## config.mk

```make
export PLATFORM = sky130hd
export DESIGN_NAME = inst_fetch
export DESIGN_NICKNAME = d
export VERILOG_FILES = /design/src/rtl/inst_fetch_pkg.sv /design/src/rtl/inst_fetch_fifo.sv /design/src/rtl/inst_fetch.sv
export SDC_FILE = /design/constraint.sdc
export NUM_CORES = 1
export LEC_CHECK = 0
export BUFFER_PORTS_ARGS = -buffer_cell sky130_fd_sc_hd__buf_2
export CAP_MARGIN = 15
export CORE_MARGIN = 2
export CORE_UTILIZATION = 42
export CTS_BUF_LIST = sky130_fd_sc_hd__clkbuf_8
export CTS_CLUSTER_DIAMETER = 40
export CTS_CLUSTER_SIZE = 24
export DETAILED_ROUTE_END_ITERATION = 10
export GPL_TIMING_DRIVEN = 0
export PLACE_DENSITY_LB_ADDON = 0.15
export RECOVER_POWER = 100
export REMOVE_ABC_BUFFERS = 1
export SLEW_MARGIN = 0
export SYNTH_ARGS = -nofsm -noshare
export SYNTH_HDL_FRONTEND = slang
export SYNTH_SLANG_ARGS = --single-unit
```

## constraint.sdc

```tcl
create_clock -name clk -period 22 [get_ports clk]
set_input_delay 4.4 -clock clk [delete_from_list [all_inputs] [get_ports clk]]
set_output_delay 4.4 -clock clk [all_outputs]
set_load 0.05 [all_outputs]
```

## src/rtl/inst_fetch_pkg.sv

```systemverilog
// Shared types and constants for the instruction fetch stage:
// bus widths, enable/reset levels, FSM states and the queued fetch entry.
package inst_fetch_pkg;

  localparam int ADDR_W = 32;
  localparam int INST_W = 32;

  localparam logic [INST_W-1:0] ZERO_WORD        = 32'h0000_0000;
  localparam logic              CHIP_ENABLE      = 1'b1;
  localparam logic              CHIP_DISABLE     = 1'b0;
  localparam logic              RST_ENABLE       = 1'b1;
  localparam logic [ADDR_W-1:0] DEFAULT_RESET_PC = 32'h0000_0000;
  localparam logic [ADDR_W-1:0] PC_STEP          = 32'h0000_0004;

  typedef enum logic [0:0] {
    IF_IDLE = 1'b0,
    IF_RUN  = 1'b1
  } if_state_e;

  typedef struct packed {
    logic [ADDR_W-1:0] pc;
    logic [INST_W-1:0] inst;
  } fetch_entry_t;

  // Instructions are word aligned, so redirect targets drop their byte offset.
  function automatic logic [ADDR_W-1:0] word_align(input logic [ADDR_W-1:0] addr);
    return {addr[ADDR_W-1:2], 2'b00};
  endfunction

endpackage

```

## src/rtl/inst_fetch_fifo.sv

```systemverilog
// Prefetch queue holding {pc, inst} pairs between the ROM and the decoder.
// clear empties the queue and wins over push/pop in the same cycle.
module inst_fetch_fifo
  import inst_fetch_pkg::*;
#(
  parameter int DEPTH = 2
) (
  input  logic                       clk,
  input  logic                       rst,
  input  logic                       push,
  input  logic                       pop,
  input  logic                       clear,
  input  fetch_entry_t               din,
  output fetch_entry_t               dout,
  output logic [$clog2(DEPTH+1)-1:0] count,
  output logic                       full,
  output logic                       empty
);

  localparam int PTR_W = $clog2(DEPTH);
  localparam int CNT_W = $clog2(DEPTH + 1);

  fetch_entry_t     mem_r [DEPTH];
  logic [PTR_W-1:0] wr_ptr_r;
  logic [PTR_W-1:0] rd_ptr_r;
  logic [CNT_W-1:0] count_r;
  logic             push_ok_s;
  logic             pop_ok_s;

  // Status flags and qualified push/pop; a full queue accepts a push only alongside a pop.
  always_comb begin
    full      = (count_r == CNT_W'(DEPTH));
    empty     = (count_r == CNT_W'(0));
    pop_ok_s  = pop & ~empty;
    push_ok_s = push & (~full | pop_ok_s);
    count     = count_r;
    dout      = mem_r[rd_ptr_r];
  end

  // Pointer and occupancy bookkeeping.
  always_ff @(posedge clk) begin
    if (rst == RST_ENABLE || clear) begin
      wr_ptr_r <= PTR_W'(0);
      rd_ptr_r <= PTR_W'(0);
      count_r  <= CNT_W'(0);
    end else begin
      if (push_ok_s) begin
        wr_ptr_r <= wr_ptr_r + PTR_W'(1);
      end
      if (pop_ok_s) begin
        rd_ptr_r <= rd_ptr_r + PTR_W'(1);
      end
      case ({push_ok_s, pop_ok_s})
        2'b10:   count_r <= count_r + CNT_W'(1);
        2'b01:   count_r <= count_r - CNT_W'(1);
        default: count_r <= count_r;
      endcase
    end
  end

  // Entry storage; contents are only meaningful behind the occupancy count.
  always_ff @(posedge clk) begin
    if (push_ok_s && !clear && rst != RST_ENABLE) begin
      mem_r[wr_ptr_r] <= din;
    end
  end

endmodule

```

## src/rtl/inst_fetch.sv

```systemverilog
// Instruction fetch stage: owns the PC, drives the combinational ROM and
// queues {pc, inst} pairs for the decoder; branches and flushes redirect the PC.
module inst_fetch
  import inst_fetch_pkg::*;
#(
  parameter int                DEPTH    = 2,
  parameter logic [ADDR_W-1:0] RESET_PC = DEFAULT_RESET_PC
) (
  input  logic              clk,
  input  logic              rst,
  output logic              rom_ce_o,
  output logic [ADDR_W-1:0] rom_addr_o,
  input  logic [INST_W-1:0] rom_data_i,
  input  logic              stall_i,
  input  logic              branch_i,
  input  logic [ADDR_W-1:0] branch_target_i,
  input  logic              flush_i,
  input  logic [ADDR_W-1:0] new_pc_i,
  output logic              inst_valid_o,
  output logic [INST_W-1:0] inst_o,
  output logic [ADDR_W-1:0] pc_o
);

  localparam int CNT_W = $clog2(DEPTH + 1);

  if_state_e         state_r;
  logic [ADDR_W-1:0] pc_r;
  logic              rom_ce_r;

  logic [CNT_W-1:0]  count_s;
  logic              full_s;
  logic              empty_s;
  fetch_entry_t      head_s;
  fetch_entry_t      entry_s;
  logic              redirect_s;
  logic              pop_s;
  logic              fifo_pop_s;
  logic              fetch_s;

  // Handshake and fetch decision; a redirect suppresses both pop and fetch.
  always_comb begin
    inst_valid_o = (count_s != CNT_W'(0));
    redirect_s   = flush_i | branch_i;
    pop_s        = inst_valid_o & ~stall_i;
    fifo_pop_s   = pop_s & ~redirect_s;
    fetch_s      = (state_r == IF_RUN) & (~full_s | pop_s) & ~redirect_s;
    entry_s      = {pc_r, rom_data_i};
  end

  // Head entry presented to the decoder, zeroed while the queue is empty.
  always_comb begin
    if (empty_s) begin
      inst_o = ZERO_WORD;
      pc_o   = ZERO_WORD;
    end else begin
      inst_o = head_s.inst;
      pc_o   = head_s.pc;
    end
  end

  assign rom_ce_o   = rom_ce_r;
  assign rom_addr_o = pc_r;

  // FSM, chip enable and PC; flush outranks branch, which outranks sequential fetch.
  always_ff @(posedge clk) begin
    if (rst == RST_ENABLE) begin
      state_r  <= IF_IDLE;
      rom_ce_r <= CHIP_DISABLE;
      pc_r     <= word_align(RESET_PC);
    end else begin
      case (state_r)
        IF_IDLE: begin
          state_r  <= IF_RUN;
          rom_ce_r <= CHIP_ENABLE;
        end
        IF_RUN: begin
          state_r  <= IF_RUN;
          rom_ce_r <= CHIP_ENABLE;
        end
        default: begin
          state_r  <= IF_IDLE;
          rom_ce_r <= CHIP_DISABLE;
        end
      endcase
      if (flush_i) begin
        pc_r <= word_align(new_pc_i);
      end else if (branch_i) begin
        pc_r <= word_align(branch_target_i);
      end else if (fetch_s) begin
        pc_r <= pc_r + PC_STEP;
      end else begin
        pc_r <= pc_r;
      end
    end
  end

  inst_fetch_fifo #(
    .DEPTH(DEPTH)
  ) u_fifo (
    .clk  (clk),
    .rst  (rst),
    .push (fetch_s),
    .pop  (fifo_pop_s),
    .clear(redirect_s),
    .din  (entry_s),
    .dout (head_s),
    .count(count_s),
    .full (full_s),
    .empty(empty_s)
  );

endmodule

```

==> results by group, run 1 <==
Outcome
  • Status: complete, but fails checks
  • Violated checks: capacitance limit, slew limit

Clock tree
  • Post CTS Setup Buffer Count: 0
  • CTS max path bufs: 2
  • Clock Tree Root: clkbuf_8
  • Hold buffers post-CTS: 0
  • Clock Sink Count: 160
  • TritonCTS clock tree: done
  • Post_cts resized: 0
  • Worst-skew pair later-pin latency: between 0.4 and 0.5 ns
  • Clk slew on worst S/H paths: about 0.09 ns
  • Number of H-tree levels: 4
  • Cts bufs inserted: 17

Worst setup path
  • Setup Crit Path Kind: input port to register
  • R2r worst-path depth: 4
  • R2r endpoint: u_fifo.mem_r[1][44]
  • CP Max Fanout: 46
  • Critical-path top delay cell: clkbuf_1
  • Worst path bufs/invs: 2
  • Crit path max-delay family: buffers and inverters
  • Worst Setup End Kind: register
  • Worst EP required: roughly 22 ns
  • CP most frequent cell: clkbuf_1
  • CP cell instances: clkbuf_1 > or2_0 > nor2_1 > and3_1 > clkbuf_1
  • Worst R2R Start: u_fifo.count[0]
  • FF-to-FF setup slack: 17.41 ns
  • Critical Path Max Stage Delay: roughly 2 ns
  • Critical Path AT: around 9.0 ns
  • Startpoint Class: input port

Detailed routing
  • Antenna-violating nets left: 0
  • DRT Pass-1 Iters: 5
  • DR iter-0 viols: 392
  • Vias per Instance: 5.447
  • Drt total wl: about 19,000 um
  • Remaining DRCs: 0
  • Drt wl/cell: 18.55 um
  • Via count: around 5.4k

Floorplanning
  • Die height: 134.2 um
  • Core Box Area: 0.01658 mm2
  • Initial Utilization: 42.95%
  • Die area: between 0.015 and 0.02 mm2
  • Die width: 134.2 um
  • Ports: 199
  • Core Rows: 47

Finish
  • Layout area overhead: 19.27%
  • Layout Nets: between 800 and 900
  • Ant. Diodes: 0
  • Layout cell share with drive strength beyond 1: about 16%
  • Final Instance Area: ~0.0085 mm2
  • Finished Layout Cells: 999

Yosys
  • Most area-hungry cell type in the Yosys netlist: edfxtp_1
  • Post-synth EDFFs: about 120
  • Largest family of logic cells by synthesized area: simple AND/OR/NAND/NOR gates
  • Number of distinct library cells after synthesis: between 60 and 70
  • Top FF cell, synth: edfxtp_1
  • Post-synthesis sequential area ratio: 62.40%
  • Synth area leaders: edfxtp_1, dfxtp_1, mux2i_1, nor2_1, a21oi_1
  • Multiplexer share of the synthesized area: 9.136%
  • Post-Syn Area: approximately 0.0071 mm2
  • Synth Area in Adders: 0.3514%
  • Post-Synth Simple-Gate Area: roughly an eighth
  • Syn avg cell area: 12.26 um2
  • Ys Warns: 0
  • FFs w/ async S/R, synth: 0%
  • Synth Instances: 581
  • Number of synthesized register bits: between 150 and 200
  • Yosys top cell area share: a little over half
  • XOR/XNOR Fraction of Synth Area: under 10%
  • Synth Area in Compound Gates: 11.05%

GRT
  • GRT Overall Usage: around a fifth
  • First-pass GRT wire length: 28,430 um
  • Initial antenna violation count: 0
  • GRT overflow: 0
  • Number of global-route vias before repair: between 5k and 6k
  • Largest net degree at the start of global routing: 47

Timing
  • Slew @ Worst Pin: roughly 2.8 ns
  • Fin. max-slew vios: between 150 and 200
  • Final Critical Period: about 9.0 ns
  • RSZ-0062 raised after global routing: no
  • Fmax: 111.0 MHz
  • Rel. slew slack: -88.95%
  • Setup violators final: 0
  • Fin. Hold Viols: 0
  • Final period utilization: 40.96%
  • Total negative slack: 0 ns
  • Final clock skew: around 0.016 ns

Pwr
  • Lkg Pwr: ~2.8 nW
  • VDD IR max: around 0.034 mV
  • Final total power: approximately 600 uW
  • Pwr Density: about 71 mW/mm2

Placed design
  • Detailed placement HPWL: about 12,000 um
  • Placer congestion estimate: ~0.8
  • Dpl cell area: 0.008374 mm2
  • Port buffer count: 190
  • Dpl cells: between 900 and 1k

Min path
  • Hold Crit Class: register to register
  • Hold path start: u_fifo.rd_ptr_r
  • WHS Path Cells: 2

Run
  • Max_cap viols: 4
cells in the final DEF (no fill, tap or decap), drive strengths merged, types with 4 or more instances in the layout:
master and count:
a21oi 29, o211ai 6, a31oi 4, buf 80
nand2 21, nand4 10, a311oi 6, and3 7
mux2i 65, o21ai 14, o221ai 4, nand3 17
a211oi 7, nor4 5, a22oi 9, nor3 11
dfxtp 36, xnor2 5, clkinv 8, o22ai 4
nor2 86, xor2 5, and2 5, edfxtp 124
inv 15, or3 8, conb 4, clkbuf 140
power breakdown:
part | switching, mW | leakage (nW) | internal, mW
registers | 0.00950 | 1.44 | 0.332
logic | 0.0416 | 1.19 | 0.0174
clock network | 0.108 | 0.200 | 0.0959
total | 0.159 | 2.83 | 0.445
through the flow:
step	utilization (%)	setup slack, ns	hold WS [ns]
2_1_floorplan	-	12.20	0.4714
5_1_grt	51.22	12.60	0.5445
6_report	51.22	12.99	0.5112
3_5_place_dp	50.50	14.59	0.5038
3_3_place_gp	49.42	8.409	0.4839
4_1_cts	52.79	15.09	0.5188
tightest hold or removal path: stages (launching register included):
cell and delay (ns):
dfxtp_1 0.32, o21ai_0 0.09, a21oi_1 0.07
area by class of cell:
type | count | area [um2]
inverter | 12 | 45.04
tap | 220 | 275.3
clock buffer | 19 | 261.5
sequential | 160 | 4448
fill | 1578 | 8089
multi-input combinational | 374 | 2465
clock inverter | 13 | 118.9
timing repair buffer | 201 | 880.8
Yosys cell counts (4+ instances only):
master,number
xnor2_1,5
buf_4,4
inv_1,11
buf_1,7
nor3_1,8
buf_2,5
o21ai_0,13
nand2_1,20
nor4_1,4
and2_1,5
xor2_1,5
a21oi_1,28
a211oi_1,6
nand3_1,16
and3_1,7
dfxtp_1,36
a311oi_1,6
o211ai_1,6
or3_1,8
edfxtp_1,124
a22oi_1,9
a31oi_1,4
nand4_1,9
mux2i_1,65
o221ai_1,4
clkbuf_1,22
o22ai_1,4
nor2_1,86
worst max-delay path by stage:
stage               cells after the start  startpoint  slack, ns                   to
floorplan                               3    branch_i      12.20   u_fifo.mem_r[0][0]
global placement                        4     flush_i       8.41  u_fifo.mem_r[0][25]
detailed placement                      7     flush_i      14.59  u_fifo.mem_r[0][31]
global route                            5     flush_i      12.60  u_fifo.mem_r[1][58]
finish                                  5     flush_i      12.99  u_fifo.mem_r[1][44]
CTS                                     7     flush_i      15.09  u_fifo.mem_r[0][11]
routing by layer:
layer,up-vias,GRT usage (%),part of all wire [%]
met2,254,32.54,47
met5,-,0,0
met4,0,9.357,2.4
met3,32,4.837,7.6
met1,2577,26.43,43
li1,2579,-,-
sequential cells by signal, summed over array words and instances (netlist names), named ones only:
register	cells
u_fifo.rd_ptr_r	1
rom_ce_o	1
u_fifo.count	2
rom_addr_o	30
u_fifo.wr_ptr_r	1
u_fifo.mem_r	124
kinds of logic (layout without fill, tap and decap cells):
| kind of cell | after synthesis | in the layout |
|---|---|---|
| AOI/OAI and AO/OA | 111 | 111 |
| xor gates and xnor gates | 10 | 10 |
| adders and majority gates | 2 | 2 |
| buffers and inverters | 50 | 245 |
| DFF | 160 | 160 |
| muxes | 65 | 65 |
| other | 1 | 4 |
| and+or+nand+nor | 182 | 182 |
Power figures use the tool's default switching activity.
==> run 2, diff against run 1 <==
==> constraint.sdc (replaced) <==
create_clock -name clk -period 7.3 [get_ports clk]
set_input_delay 1.46 -clock clk [delete_from_list [all_inputs] [get_ports clk]]
set_output_delay 1.46 -clock clk [all_outputs]
set_load 0.05 [all_outputs]
==> run 2 against run 1 <==
  * The run still ends with capacitance limit, slew limit left
  * Sequential power grew to 3.0 times the previous value
  * Design area grew 0.65%
  * First-iteration DRC count grew 9.4%
  * Cell count is the same
  * Die area is the same
  * Power grew to 3.0 times the previous value
  * Critical path depth grew 1
  * Clock power grew to 3.0 times the previous value
  * Largest power group unchanged
==> results by group, run 2 (synthesis gave the netlist of run 1 again) <==
Clock tree
  • CTS max path bufs: 2 (unchanged)
  • Clock Sink Count: 160 (unchanged)
  • TritonCTS clock tree: done
  • Post CTS Setup Buffer Count: 0 (unchanged)
  • Number of H-tree levels: 4 (unchanged)
  • Cts bufs inserted: 17 (unchanged)
  • Clk slew on worst S/H paths: 0.09 ns (about the same)
  • Worst-skew pair later-pin latency: 0.45 ns (about the same)
  • Post_cts resized: 0 (unchanged)
  • Hold buffers post-CTS: 0 (unchanged)
  • Clock Tree Root: clkbuf_8

Timing
  • RSZ-0062 raised after global routing: no
  • Rel. slew slack: -41.84% (+47 points)
  • Slew @ Worst Pin: 2.128 ns (-0.7066 ns)
  • Final Critical Period: approximately 5.4 ns
  • Fmax: around 190 MHz
  • Setup violators final: 0 (unchanged)
  • Final period utilization: between 70% and 80%
  • Fin. Hold Viols: 0 (unchanged)
  • Final clock skew: 0.01247 ns (-0.003320 ns)
  • Fin. max-slew vios: 72 (-56%)

GRT
  • GRT Overall Usage: 20.39% (unchanged)
  • GRT overflow: 0 (unchanged)
  • Initial antenna violation count: 0 (unchanged)
  • Number of global-route vias before repair: 5,394 (unchanged)
  • First-pass GRT wire length: 28,430 um (unchanged)
  • Largest net degree at the start of global routing: 47 (unchanged)

Floorplanning
  • Die width: 134.2 um (unchanged)
  • Ports: 199 (unchanged)
  • Die height: 134.2 um (unchanged)
  • Core Box Area: 0.01658 mm2 (unchanged)
  • Initial Utilization: 42.95% (unchanged)
  • Core Rows: 47 (unchanged)
  • Die area: 0.01802 mm2 (unchanged)

Finish
  • Post-layout util: 51.55% (+0.33 points)
  • Largest Register: u_fifo.mem_r
  • Ant. Diodes: 0 (unchanged)
  • Layout Nets: 869 (unchanged)
  • Max reg flops: 124 (unchanged)
  • Commonest cells after routing, fill and taps aside: edfxtp_1, clkbuf_1, nor2_1
  • Commonest non-fill, non-tap cell in the layout: edfxtp_1
  • Layout area overhead: 20.05%
  • Layout cell share with drive strength beyond 1: 16.17% (+0.51 points)

Worst setup path
  • Worst EP required: 7.37 ns (-14.63 ns)
  • CP most frequent cell: clkbuf_1
  • Critical-path top delay cell: nor2_1
  • Startpoint Class: input port
  • Critical Path AT: 5.47 ns (-3.54 ns)
  • CP Max Fanout: 45 (-2.2%)
  • Worst path bufs/invs: 3 (+1)
  • Critical Path Max Stage Delay: 1.07 ns (-0.99 ns)
  • Worst Setup End Kind: register
  • Setup Crit Path Kind: input port to register
  • Crit path max-delay family: simple AND/OR/NAND/NOR gates
  • CP cell instances: clkbuf_1 > nor2_1 > nand2_1 > nor3_1 > clkbuf_1 > clkbuf_1

Pwr
  • VDD IR max: 0.1021 mV (+200%)
  • Lkg Pwr: 2.858 nW (+1.0%)
  • Pwr Density: 213.4 mW/mm2 (+200%)
  • Final total power: 1.824 mW (+200%)

Min path
  • Hold Crit Class: register to register

Detailed routing
  • Vias per Instance: 5.444 (about the same)
  • Drt wl/cell: 18.64 um (+0.48%)
  • Remaining DRCs: 0 (unchanged)
  • Via count: 5,439 (-0.055%)
  • Antenna-violating nets left: 0 (unchanged)
  • Drt total wl: 18,620 um (+0.48%)
  • DR iter-0 viols: 429 (+9.4%)
  • DRT Pass-1 Iters: 7 (+2)

Placed design
  • Port buffer count: 190 (unchanged)
  • Detailed placement HPWL: 12,500 um (unchanged)
  • Placer congestion estimate: 0.8199 (unchanged)

Outcome
  • Violated checks: capacitance limit, slew limit
  • Status: complete, but fails checks

Run
  • Max_cap viols: 2 (-2)
-- run 2: cell count changes in the layout (fill, tap and decap cells not counted) --
cell | previous run | this run
clkbuf_1 | 120 | 116
buf_16 | 1 | 2
buf_12 | 0 | 1
buf_6 | 0 | 2
-- run 2: per-stage QoR --
stage	TNS, ns	setup slack (ns)	instances	hold slack (ns)	instance area [um2]
6_report	0	1.905	999	0.5147	8549
5_1_grt	0	1.782	999	0.5445	8549
4_1_cts	0	3.329	998	0.5188	8755
3_5_place_dp	0	2.833	966	0.5038	8374
3_3_place_gp	-207.35	-3.351	956	0.4839	8195
2_1_floorplan	0	0.4435	546	0.4714	6969
-- run 2: report_power, final --
| group | internal [mW] | switching, mW | leakage (nW) |
|---|---|---|---|
| Combinational | 0.0531 | 0.126 | 1.22 |
| Clock | 0.289 | 0.327 | 0.200 |
| Sequential | 1.00 | 0.0286 | 1.44 |
| Total | 1.34 | 0.481 | 2.86 |
-- run 2: final cells by class --
| cell class | count | area (um2) |
|---|---|---|
| Clock inverter | 13 | 118.9 |
| Inverter | 12 | 45.04 |
| Sequential cell | 160 | 4448 |
| Clock buffer | 19 | 261.5 |
| Multi-Input combinational cell | 374 | 2465 |
| Timing Repair Buffer | 201 | 935.9 |
| Fill cell | 1568 | 8034 |
| Tap cell | 220 | 275.3 |
-- run 2: worst paths after layout --
kind                                      start             endpoint  slack [ns]  cells after the start
worst max register to register  u_fifo.count[0]  u_fifo.mem_r[0][44]        4.19                      5
worst max-delay path                    flush_i  u_fifo.mem_r[0][44]        1.90                      6
worst min-delay path            u_fifo.rd_ptr_r             register        0.51                      2
worst min register to register  u_fifo.rd_ptr_r             register        0.51                      2
-- run 2: tightest hold or removal path, delay by kind of cell (launching register included) --
family / cells / cell delay [ns]
compound gates: 2 / 0.16
flops: 1 / 0.32
-- run 2: layer usage --
metal  vias up  routed length [um]  part of all wire, %  GRT usage [%]
met5         -                   0                    0              0
met4         0                 394                  2.1          9.357
met3        27                1433                  7.7          4.837
met2       258                8828                   47          32.54
met1      2582                7964                   43          26.43
li1       2572                   -                    -              -
